## src/rtl/lcd_pkg.sv

```systemverilog
// lcd_pkg: definitions shared by the LCD cell painter and the upstream grid
// scanner. It holds the object codes, their RGB565 colours, the ILI9341 opcodes
// used here, the grid geometry and the fixed panel-init byte table.
package lcd_pkg;

    typedef enum logic [2:0] {
        EMPTY  = 3'd0,
        BORDER = 3'd1,
        HEAD   = 3'd2,
        BODY   = 3'd3,
        APPLE  = 3'd4
    } obj_code_t;

    localparam logic [15:0] RGB_EMPTY  = 16'h0000;
    localparam logic [15:0] RGB_BORDER = 16'h7BEF;
    localparam logic [15:0] RGB_HEAD   = 16'h07E0;
    localparam logic [15:0] RGB_BODY   = 16'h03E0;
    localparam logic [15:0] RGB_APPLE  = 16'hF800;

    localparam logic [7:0] OP_SWRESET = 8'h01;
    localparam logic [7:0] OP_SLPOUT  = 8'h11;
    localparam logic [7:0] OP_COLMOD  = 8'h3A;
    localparam logic [7:0] OP_MADCTL  = 8'h36;
    localparam logic [7:0] OP_DISPON  = 8'h29;
    localparam logic [7:0] OP_CASET   = 8'h2A;
    localparam logic [7:0] OP_PASET   = 8'h2B;
    localparam logic [7:0] OP_RAMWR   = 8'h2C;

    // Parameter bytes for COLMOD (16 bpp) and MADCTL (landscape orientation)
    localparam logic [7:0] COLMOD_RGB565    = 8'h55;
    localparam logic [7:0] MADCTL_LANDSCAPE = 8'h28;

    localparam int GRID_COLS   = 16;
    localparam int GRID_ROWS   = 12;
    localparam int CELL_PX_DEF = 20;
    localparam int INIT_LEN    = 7;

    // Codes 5..7 have no object and paint as background
    function automatic logic [15:0] obj_colour(input logic [2:0] code);
        logic [15:0] c;
        case (code)
            BORDER:  c = RGB_BORDER;
            HEAD:    c = RGB_HEAD;
            BODY:    c = RGB_BODY;
            APPLE:   c = RGB_APPLE;
            default: c = RGB_EMPTY;
        endcase
        return c;
    endfunction

    // Init table entry as {dcx, byte}
    function automatic logic [8:0] init_word(input logic [2:0] idx);
        logic [8:0] w;
        case (idx)
            3'd0:    w = {1'b0, OP_SWRESET};
            3'd1:    w = {1'b0, OP_SLPOUT};
            3'd2:    w = {1'b0, OP_COLMOD};
            3'd3:    w = {1'b1, COLMOD_RGB565};
            3'd4:    w = {1'b0, OP_MADCTL};
            3'd5:    w = {1'b1, MADCTL_LANDSCAPE};
            default: w = {1'b0, OP_DISPON};
        endcase
        return w;
    endfunction

endpackage

```

## src/rtl/lcd_byte_writer.sv

```systemverilog
// lcd_byte_writer: drives one byte onto the 8080 write-only bus per request.
//   start     - load byte_val/dc and begin a write (phase 0 on the next cycle)
//   byte_val  - byte to put on lcd_d
//   dc        - value for lcd_dcx (0 command, 1 data)
//   byte_done - high during phase 1; a start in that cycle chains the next
//               byte with no gap and keeps chip select low
//   lcd_*     - registered bus outputs
module lcd_byte_writer (
    input  logic       clk,
    input  logic       nrst,
    input  logic       start,
    input  logic [7:0] byte_val,
    input  logic       dc,
    output logic       byte_done,
    output logic [7:0] lcd_d,
    output logic       lcd_dcx,
    output logic       lcd_wr_n,
    output logic       lcd_cs_n
);
    logic phase1;

    always_ff @(posedge clk or negedge nrst) begin
        if (!nrst) begin
            lcd_d    <= '0;
            lcd_dcx  <= 1'b1;
            lcd_wr_n <= 1'b1;
            lcd_cs_n <= 1'b1;
            phase1   <= 1'b0;
        end else if (start) begin
            lcd_d    <= byte_val;
            lcd_dcx  <= dc;
            lcd_wr_n <= 1'b0;
            lcd_cs_n <= 1'b0;
            phase1   <= 1'b0;
        end else if (!lcd_wr_n) begin
            lcd_wr_n <= 1'b1;
            phase1   <= 1'b1;
        end else if (phase1) begin
            // No follow-on byte: burst ends here
            phase1   <= 1'b0;
            lcd_cs_n <= 1'b1;
        end
    end

    assign byte_done = phase1;

endmodule

```

## src/rtl/lcd_cell_painter.sv

```systemverilog
// lcd_cell_painter: runs the panel init sequence, then fills the 20x20 pixel
// window of each accepted grid cell with the colour of its object.
//   clk, nrst            - clock, async active-low reset
//   diff, x, y, obj_code - changed-cell request (sampled in IDLE only)
//   cmd_done             - one-cycle pulse when the cell is finished
//   ready                - init complete
//   busy                 - request in progress (PAINT or DONE)
//   lcd_d/dcx/wr_n/cs_n  - 8080 write bus; lcd_rd_n tied high
module lcd_cell_painter
    import lcd_pkg::*;
#(
    parameter int CELL_PX     = 20,
    parameter int WAIT_CYCLES = 600000
) (
    input  logic       clk,
    input  logic       nrst,
    input  logic       diff,
    input  logic [3:0] x,
    input  logic [3:0] y,
    input  logic [2:0] obj_code,
    output logic       cmd_done,
    output logic       ready,
    output logic       busy,
    output logic [7:0] lcd_d,
    output logic       lcd_dcx,
    output logic       lcd_wr_n,
    output logic       lcd_cs_n,
    output logic       lcd_rd_n
);
    localparam logic [2:0] S_INIT_BYTE = 3'd0;
    localparam logic [2:0] S_INIT_WAIT = 3'd1;
    localparam logic [2:0] S_IDLE      = 3'd2;
    localparam logic [2:0] S_PAINT     = 3'd3;
    localparam logic [2:0] S_DONE      = 3'd4;
    localparam logic [2:0] S_GAP       = 3'd5;

    // 11 header bytes followed by two bytes per pixel
    localparam logic [9:0] LAST_IDX = 10'(11 + 2 * CELL_PX * CELL_PX - 1);

    logic [2:0]  state;
    logic [2:0]  init_idx;
    logic        issued;
    logic [19:0] wait_cnt;
    logic        gap_cnt;
    logic [9:0]  idx;
    logic [3:0]  x_r;
    logic [3:0]  y_r;
    logic [2:0]  obj_r;

    logic        wr_start;
    logic [7:0]  wr_byte;
    logic        wr_dc;
    logic        byte_done;

    logic [8:0]  x0, x1, y0, y1;
    logic [15:0] colour;
    logic [9:0]  nidx;
    logic [8:0]  paint_w;
    logic [8:0]  init_w;

    assign x0     = 9'(x_r) * 9'(CELL_PX);
    assign x1     = x0 + 9'(CELL_PX - 1);
    assign y0     = 9'(y_r) * 9'(CELL_PX);
    assign y1     = y0 + 9'(CELL_PX - 1);
    assign colour = obj_colour(obj_r);
    assign nidx   = idx + 10'd1;
    assign init_w = init_word(issued ? 3'(init_idx + 3'd1) : init_idx);

    // {dcx, byte} for the paint byte that follows the one in flight.
    // Pixel bytes start at odd index 11, so an odd index is a high byte.
    always_comb begin
        paint_w = {1'b0, OP_CASET};
        if (nidx < 10'd11) begin
            case (nidx[3:0])
                4'd1:    paint_w = {1'b1, 7'b0, x0[8]};
                4'd2:    paint_w = {1'b1, x0[7:0]};
                4'd3:    paint_w = {1'b1, 7'b0, x1[8]};
                4'd4:    paint_w = {1'b1, x1[7:0]};
                4'd5:    paint_w = {1'b0, OP_PASET};
                4'd6:    paint_w = {1'b1, 7'b0, y0[8]};
                4'd7:    paint_w = {1'b1, y0[7:0]};
                4'd8:    paint_w = {1'b1, 7'b0, y1[8]};
                4'd9:    paint_w = {1'b1, y1[7:0]};
                4'd10:   paint_w = {1'b0, OP_RAMWR};
                default: paint_w = {1'b0, OP_CASET};
            endcase
        end else begin
            paint_w = {1'b1, nidx[0] ? colour[15:8] : colour[7:0]};
        end
    end

    // Next byte is issued in the phase-1 cycle of the current one so bursts
    // run back to back; the first byte of a cell issues on the acceptance edge.
    always_comb begin
        wr_start = 1'b0;
        wr_byte  = '0;
        wr_dc    = 1'b1;
        case (state)
            S_INIT_BYTE: begin
                if (!issued || (byte_done && init_idx != 3'd0 &&
                                init_idx != 3'd1 && init_idx != 3'(INIT_LEN - 1))) begin
                    wr_start = 1'b1;
                    {wr_dc, wr_byte} = init_w;
                end
            end
            S_IDLE: begin
                if (diff && (y < 4'(GRID_ROWS))) begin
                    wr_start = 1'b1;
                    wr_dc    = 1'b0;
                    wr_byte  = OP_CASET;
                end
            end
            S_PAINT: begin
                if (byte_done && idx != LAST_IDX) begin
                    wr_start = 1'b1;
                    {wr_dc, wr_byte} = paint_w;
                end
            end
            default: ;
        endcase
    end

    always_ff @(posedge clk or negedge nrst) begin
        if (!nrst) begin
            state    <= S_INIT_BYTE;
            init_idx <= '0;
            issued   <= 1'b0;
            wait_cnt <= '0;
            gap_cnt  <= 1'b0;
            idx      <= '0;
            x_r      <= '0;
            y_r      <= '0;
            obj_r    <= '0;
        end else begin
            case (state)
                S_INIT_BYTE: begin
                    if (!issued) begin
                        issued <= 1'b1;
                    end else if (byte_done) begin
                        if (init_idx == 3'd0 || init_idx == 3'd1) begin
                            state    <= S_INIT_WAIT;
                            issued   <= 1'b0;
                            wait_cnt <= '0;
                            init_idx <= init_idx + 3'd1;
                        end else if (init_idx == 3'(INIT_LEN - 1)) begin
                            state <= S_IDLE;
                        end else begin
                            init_idx <= init_idx + 3'd1;
                        end
                    end
                end
                S_INIT_WAIT: begin
                    if (wait_cnt == 20'(WAIT_CYCLES - 1)) begin
                        state <= S_INIT_BYTE;
                    end else begin
                        wait_cnt <= wait_cnt + 20'd1;
                    end
                end
                S_IDLE: begin
                    if (diff) begin
                        x_r   <= x;
                        y_r   <= y;
                        obj_r <= obj_code;
                        idx   <= '0;
                        state <= (y < 4'(GRID_ROWS)) ? S_PAINT : S_DONE;
                    end
                end
                S_PAINT: begin
                    if (byte_done) begin
                        if (idx == LAST_IDX) begin
                            state <= S_DONE;
                        end else begin
                            idx <= nidx;
                        end
                    end
                end
                S_DONE: begin
                    state   <= S_GAP;
                    gap_cnt <= 1'b0;
                end
                S_GAP: begin
                    if (gap_cnt) begin
                        state <= S_IDLE;
                    end else begin
                        gap_cnt <= 1'b1;
                    end
                end
                default: state <= S_INIT_BYTE;
            endcase
        end
    end

    assign cmd_done = (state == S_DONE);
    assign busy     = (state == S_PAINT) || (state == S_DONE);
    assign ready    = (state != S_INIT_BYTE) && (state != S_INIT_WAIT);
    assign lcd_rd_n = 1'b1;

    lcd_byte_writer u_writer (
        .clk       (clk),
        .nrst      (nrst),
        .start     (wr_start),
        .byte_val  (wr_byte),
        .dc        (wr_dc),
        .byte_done (byte_done),
        .lcd_d     (lcd_d),
        .lcd_dcx   (lcd_dcx),
        .lcd_wr_n  (lcd_wr_n),
        .lcd_cs_n  (lcd_cs_n)
    );

endmodule

```

## config.mk

```make
export PLATFORM = sky130hd
export DESIGN_NAME = lcd_cell_painter
export DESIGN_NICKNAME = d
export VERILOG_FILES = /design/src/rtl/lcd_pkg.sv /design/src/rtl/lcd_byte_writer.sv /design/src/rtl/lcd_cell_painter.sv
export SDC_FILE = /design/constraint.sdc
export NUM_CORES = 1
export LEC_CHECK = 0
export BUFFER_PORTS_ARGS = -buffer_cell sky130_fd_sc_hd__buf_2
export CAP_MARGIN = 20
export CORE_MARGIN = 3
export CORE_UTILIZATION = 25
export CTS_CLUSTER_SIZE = 30
export DETAILED_ROUTE_END_ITERATION = 8
export PLACE_DENSITY_LB_ADDON = 0.08
export SLEW_MARGIN = 40
export SYNTH_ARGS = -nofsm -noshare
export SYNTH_HDL_FRONTEND = slang
export SYNTH_SLANG_ARGS = --single-unit
```

## constraint.sdc

```tcl
create_clock -name clk -period 3.82 [get_ports clk]
set_input_delay 0.191 -clock clk [delete_from_list [all_inputs] [get_ports clk]]
set_output_delay 0.191 -clock clk [all_outputs]
set_load 0.02 [all_outputs]
```

==> flow_summary_export.csv, run 1 <==
group,metric,value,unit
status,run_status,"finished clean",
critical_path,crit_arrival,3280,ps
logic_synthesis,mappedNetlistArea,4695,µm²
clock_network,cts_buffer_depth,2,
logic_synthesis,async_reset_ff_frac,1.000,
critical_path,cpPeakStageDelay,640,ps
logic_synthesis,yosysMostFrequentCell,"dfrtp_1",
critical_path,rr_endpoint,"idx[9]",
timing,min_period,3068,ps
logic_synthesis,seq_area_frac_synth,0.3260,
clock_network,cts_max_level,3,
clock_network,cts_resized,0,
critical_path,critPathCaptureType,"flip-flop",
detailed_routing,drtPass1Iterations,5,
cells_and_area,drive_above_1_share,0.1416,
floorplanning,core,18210,µm²
detailed_routing,wirelength,13.67,mm
critical_path,critPathKind,"flip-flop to flip-flop",
logic_synthesis,synth-edff-count,0,
cells_and_area,diodes,0,
critical_path,slowest_stage,"a311oi_2",
critical_path,cp_num_buf_inv,2,
grt,grt_pass1_vias,4120,
clock_network,post_cts_buffers,0,
critical_path,cp-start-kind,"flip-flop",
logic_synthesis,yosys_warnings,0,
pwr,leakage,2.212,nW
critical_path,worstRegToRegCells,9,
cells_and_area,fin_area,5380,µm²
timing,rsz0062_at_grt,"false",
hold_path,min_from,"y[1]",
timing,whs,65.75,ps
grt,antenna_found_initial,0,
critical_path,critical_path.max_fanout,13,
detailed_routing,ant_nets,0,
logic_synthesis,ys.flop_type,"dfrtp_1",
placed_design,placed_area,5041,µm²
placed_design,gp_congestion,0.7929,
critical_path,worstReg2RegStart,"idx[0]",
pwr,power_density,288.9,nW/µm²
floorplanning,die-area,20460,µm²
critical_path,cp_top_family,"compound AO/OA/AOI/OAI gates",
hold_path,hold_depth,3,
cells_and_area,utilization,0.2955,
timing,worst_pin_slew,690.0,ps
timing,setup_viol,0,
detailed_routing,num_vias,4136,
timing,finalHoldViolations,0,
timing,maxSlewHeadroom,0.5400,
logic_synthesis,synth_cell_types,75,
logic_synthesis,synth_nets,587,
clock_network,cts_tree,"built",
detailed_routing,drtIter0Drc,280,
cells_and_area,finalNonFillerCells,794,
timing,fin_tns_setup,0,ps
grt,grt_usage,0.1423,
clock_network,clk_pin_slew,50,ps
placed_design,dp_cells,776,
logic_synthesis,yosys-top-cells-count,"dfrtp_1 (58), nor2_1 (49), o21ai_0 (43)",
clock_network,clock_latency,340,ps
timing,fmax,326.0,MHz
logic_synthesis,yosys-top-cells-area,"dfrtp_1 (31%), ha_1 (5.3%), o21ai_0 (4.6%)",
floorplanning,fp.dieH,143.0,µm
timing,skew,11.12,ps
grt,grt_pass1_wl,22.98,mm
critical_path,reg2reg_slack,750,ps
pwr,peakVddDrop,0.1818,mV
grt,gr-total-overflow,0,
placed_design,io_buffers,27,
critical_path,required,4030,ps
logic_synthesis,synth-seq-cells,61,
clock_network,cts_root_buffer,"clkbuf_16",
clock_network,cts_buffers,9,
cells_and_area,num-nets-final,596,
logic_synthesis,avgSynthCellArea,8.520,µm²
cells_and_area,area_growth,14.61,%
detailed_routing,viasPerCell,5.209,
floorplanning,std_cell_rows,49,
floorplanning,die_x,143.0,µm
logic_synthesis,synth_top_cell_by_area,"dfrtp_1",
run,drv_cap,0,
timing,period_share,0.8030,
detailed_routing,wire_per_inst,17.21,µm
detailed_routing,drc,0,
logic_synthesis,synthCells,551,
clock_network,cts.sinks,61,
floorplanning,initial_core_util,0.2578,
hold_path,hp-class,"input pin to flip-flop",
grt,grt_start_max_net_pins,40,
logic_synthesis,synth.top_cell.area_share,0.3092,
floorplanning,ioPinCount,29,
timing,slew_violations,0,
critical_path,worstPathCellList,"buf_4, inv_1, ha_1, and4b_1, a311oi_2, nor2_1, a21o_1, nand2_1, o31ai_1",
hold_path,hold_end,"y_r[1]",
placed_design,hpwl,10.03,mm
-- repair_timing --
item	in CTS	in global routing
hold endpoints to repair	38	0
endpoints found under the setup margin	0	0
hold buffers	1	0
-- placed cells by master, fill, tap and decap left out, types with 11 or more instances in the layout --
cell and instances:
nor3_1 14, o21ai_0 43, a211oi_1 13, ha_1 20, nand4_1 11, xor2_1 14
inv_1 16, nand2_1 42, nand3_1 24, nor2_1 49, buf_2 26, a21oi_1 18
nand3b_1 13, xnor2_1 18, dfrtp_1 58
-- per-stage QoR --
step / power, mW / worst slack, ps
floorplan: 0.6609 / 1292
global placement: 0.6842 / 701.6
detailed placement: 0.6847 / 716.0
CTS: 1.593 / 686.0
global route: 1.618 / 462.3
finish: 1.554 / 752.4
-- flip-flops by register name (all words and copies together) (netlist names), 3 cells and up --
signal and cells:
idx 10, init_idx 3, obj_r 3, state 3, u_writer.lcd_d 8, wait_cnt 20, x_r 4, y_r 4
-- kinds of logic after synthesis --
logic type      count (synthesis)  synth area share
buf+inv                        56           0.05251
flops                          61            0.3260
compound gates                150            0.2151
simple gates                  211            0.2436
mux                            17           0.03865
other cells                     1         0.0007988
xor+xnor                       33           0.06157
fa+ha+maj                      22           0.06183
-- routing by layer --
metal | vias to the layer above | GRT usage | part of all wire
li1 | 2047 | - | -
met1 | 1994 | 0.1995 | 0.48
met2 | 83 | 0.2240 | 0.47
met3 | 12 | 0.02713 | 0.036
met4 | 0 | 0.03952 | 0.014
met5 | - | 0 | 0
-- cell type report --
class                           instances  area, µm²
Clock inverter                          5      75.07
Tap cell                              229      286.5
Multi-Input combinational cell        434       2947
Clock buffer                           11      242.7
Sequential cell                        61       1530
Timing Repair Buffer                   38      239.0
Inverter                               16      60.06
Fill cell                            1915      12830
-- worst register-to-register path, cell delays in order, from the launching register on --
cell and delay, ps:
dfrtp_1 570, buf_4 220, inv_1 100, ha_1 400
and4b_1 340, a311oi_2 640, nor2_1 320, a21o_1 240
nand2_1 60, o31ai_1 60
-- how the worst max path moves through the flow --
stage | depth (start not counted) | slack [ps] | startpoint | end
4_1_cts | 7 | 690 | idx[0] | u_writer.lcd_d[5]
5_1_grt | 10 | 460 | idx[0] | u_writer.lcd_d[7]
2_1_floorplan | 9 | 1290 | idx[0] | u_writer.lcd_d[4]
6_report | 9 | 750 | idx[0] | idx[9]
3_5_place_dp | 7 | 720 | idx[0] | u_writer.lcd_d[5]
3_3_place_gp | 7 | 700 | idx[0] | u_writer.lcd_d[5]
-- report_power, final --
part / switching (mW) / internal, mW
registers: 0 / 0.647
logic: 0.0184 / 0.00721
clock network: 0.296 / 0.585
total: 0.315 / 1.24
Power figures use the tool's default switching activity.
==> run 2, diff against run 1 <==
ABC_AREA = 1   (was not set)
clock period = 3.1 ns   (was 3.82 ns; I/O delays follow)
==> run 2 against run 1 <==
Net effect:
- worst setup slack got worse by 200 ps
- via count down 6.3%
- critical path depth up 3
- final cell count is 5.3% higher
- largest cell class unchanged
- synthesized cell count up 5.1%
==> flow_summary_export.csv, run 2 <==
group,metric,value,unit
clock_network,cts_resized,0,
logic_synthesis,ys.flop_type,"dfrtp_1",
critical_path,critical_path.max_fanout,5,
timing,min_period,2550,ps
logic_synthesis,synth.top_cell.area_share,0.3360,
critical_path,cp-start-kind,"flip-flop",
floorplanning,initial_core_util,0.2577,
cells_and_area,utilization,0.3003,
placed_design,gp_congestion,0.8356,
critical_path,worstRegToRegCells,12,
detailed_routing,drtPass1Iterations,4,
critical_path,cp_num_buf_inv,0,
placed_design,io_buffers,27,
cells_and_area,regMostFlops,"wait_cnt",
cells_and_area,biggestRegsByFlops,"wait_cnt: 20 flops, idx: 10 flops, u_writer.lcd_d: 8 flops",
placed_design,dp_cells,819,
clock_network,cts_tree,"built",
pwr,p_seq_frac,0.405,
timing,worst_pin_slew,679.8,ps
timing,maxSlewHeadroom,0.5457,
critical_path,worstReg2RegStart,"y_r[3]",
clock_network,cts_buffer_depth,2,
clock_network,cts_max_level,3,
pwr,power_density,390.5,nW/µm²
detailed_routing,wire_per_inst,14.66,µm
timing,setup_ws,549.7,ps
timing,period_share,0.8227,
critical_path,critPathCaptureType,"flip-flop",
logic_synthesis,yosys_warnings,0,
cells_and_area,mostFrequentLayoutCells,"nand2_1 (130), inv_1 (70), dfrtp_1 (58), nand3_1 (51), nor2_1 (50)",
logic_synthesis,synth_top_cell_by_area,"dfrtp_1",
timing,whs,34.05,ps
grt,grt_pass1_wl,20.26,mm
clock_network,cts_buffers,9,
detailed_routing,num_vias,3876,
pwr,intPower,1.552,mW
logic_synthesis,synth_compound_area_frac,0.08864,
timing,slew_violations,0,
hold_path,hp-class,"input pin to flip-flop",
timing,fin_tns_setup,0,ps
grt,gr-total-overflow,0,
pwr,switching_share,0.2103,
pwr,peakVddDrop,0.2667,mV
critical_path,worstPathCellList,"ha_1, ha_1, fa_1, xnor2_1, nor2_1, or2_2, nand3b_1, nand2_1, nor3_1, nand2_1, nand2_1, nand3_1",
hold_path,hold_depth,2,
placed_design,placed_area,4693,µm²
hold_path,min_from,"x[0]",
placed_design,hpwl,9.466,mm
cells_and_area,drive_above_1_share,0.1558,
timing,fmax,392.1,MHz
pwr,pwr-share-comb,0.017,
cells_and_area,num-nets-final,647,
grt,antenna_found_initial,0,
critical_path,required,3340,ps
clock_network,cts.sinks,61,
clock_network,cts_root_buffer,"clkbuf_16",
logic_synthesis,synth-seq-cells,61,
cells_and_area,fin_area,5032,µm²
critical_path,crit_arrival,2790,ps
logic_synthesis,yosys.area_share.simple,0.3476,
grt,grt_usage,0.1387,
logic_synthesis,avgSynthCellArea,7.460,µm²
placed_design,preCtsSetupSlack,556.6,ps
critical_path,cp_common_cell,"nand2_1",
detailed_routing,viasPerCell,4.636,
grt,grt_pass1_vias,3944,
floorplanning,die-area,18890,µm²
status,run_status,"finished clean",
logic_synthesis,synth-xor-area-share,0.03650,
critical_path,cpPeakStageDelay,430,ps
pwr,power.switching,413.3,µW
logic_synthesis,mappedNetlistArea,4319,µm²
floorplanning,fp.dieH,137.4,µm
detailed_routing,drtIter0Drc,213,
logic_synthesis,yosys-top-cells-count,"nand2_1 (130), inv_1 (70), dfrtp_1 (58)",
floorplanning,std_cell_rows,47,
timing,setup_viol,0,
grt,grt_start_max_net_pins,35,
pwr,leakage,2.576,nW
cells_and_area,final_common_cell,"nand2_1",
logic_synthesis,async_reset_ff_frac,1.000,
logic_synthesis,seq_area_frac_synth,0.3543,
run,drv_cap,0,
cells_and_area,fillers,1863,
critical_path,reg2reg_slack,550,ps
critical_path,cp_top_family,"adder cells",
logic_synthesis,yosysMostFrequentCell,"nand2_1",
logic_synthesis,synthAdderAreaFrac,0.06721,
logic_synthesis,synth_cell_types,41,
pwr,total_power,1.965,mW
hold_path,hold_end,"x_r[0]",
timing,finalHoldViolations,0,
logic_synthesis,synth-edff-count,0,
critical_path,critPathKind,"flip-flop to flip-flop",
cells_and_area,largest_reg_flops,20,
floorplanning,core,16760,µm²
clock_network,clock_latency,350,ps
detailed_routing,ant_nets,0,
logic_synthesis,yosys-top-cells-area,"dfrtp_1 (34%), nand2_1 (11%), inv_1 (6.1%)",
clock_network,clk_pin_slew,60,ps
cells_and_area,finalNonFillerCells,836,
pwr,clockPowerShare,0.578,
cells_and_area,diodes,0,
detailed_routing,drc,0,
critical_path,slowest_stage,"dfrtp_1",
logic_synthesis,synth_nets,615,
floorplanning,die_x,137.4,µm
timing,rsz0062_at_grt,"false",
logic_synthesis,synthMuxAreaShare,0.02086,
logic_synthesis,synthCells,579,
floorplanning,ioPinCount,29,
detailed_routing,wirelength,12.26,mm
timing,skew,16.58,ps
logic_synthesis,synth_top_family_by_area,"simple AND/OR/NAND/NOR gates",
critical_path,rr_endpoint,"u_writer.lcd_d[0]",
cells_and_area,area_growth,16.51,%
-- run 2: cell types whose count changed after synthesis, sizes merged, moves of 9 or more --
cell,delta
a31oi,-10
xnor2,-17
nand3b,-9
inv,+65
buf,-14
clkbuf,-18
a211oi,-13
nand3,+31
nand4,+19
nand2,+97
and3,-9
-- run 2: routing by layer --
layer,up-vias,GRT usage,share of wire
met5,-,0,0
met4,0,0.04268,0.012
met3,12,0.02995,0.030
met2,49,0.2142,0.44
met1,1833,0.1935,0.52
li1,1982,-,-
-- run 2: cells by family after synthesis --
group / count (synthesis)
buffers and inverters: 89
multiplexers: 8
flip-flops: 61
AND/OR/NAND/NOR: 311
adder cells (fa/ha/maj): 22
XOR/XNOR: 18
AO/OA/AOI/OAI: 69
other: 1
-- run 2: worst max path at each step --
| stage | from | to | depth (start not counted) | slack (ps) |
|---|---|---|---|---|
| floorplan | y_r[3] | u_writer.lcd_d[0] | 12 | 750 |
| finish | y_r[3] | u_writer.lcd_d[0] | 12 | 550 |
| global placement | y_r[3] | u_writer.lcd_d[0] | 12 | 610 |
| CTS | y_r[3] | u_writer.lcd_d[0] | 12 | 560 |
| global route | y_r[3] | u_writer.lcd_d[0] | 12 | 390 |
| detailed placement | y_r[3] | u_writer.lcd_d[0] | 12 | 560 |
-- run 2: area by class of cell --
type,instances,area [µm²],share of cell area
Clock buffer,12,256.5,0.05097
Tap cell,220,275.3,0.05470
Inverter,81,306.5,0.06091
Sequential cell,61,1530,0.3041
Multi-Input combinational cell,429,2426,0.4821
Timing Repair Buffer,29,167.7,0.03332
Clock inverter,4,70.07,0.01392
-- run 2: timing repair --
item / 4_1_cts / 5_1_grt
endpoints found under the hold margin: 24 / 0
setup endpoints to repair: 0 / 0
hold buffers: 1 / 0
setup buffers: 0 / 0
-- run 2: power groups by stage --
stage,logic (mW),clock network (mW),registers (mW)
after floorplan,0.00290,0,0.811
after global placement,0.0333,0,0.811
after detailed placement,0.0335,0,0.811
after CTS,0.0346,1.18,0.797
after global routing,0.0382,1.20,0.796
final,0.0326,1.14,0.797
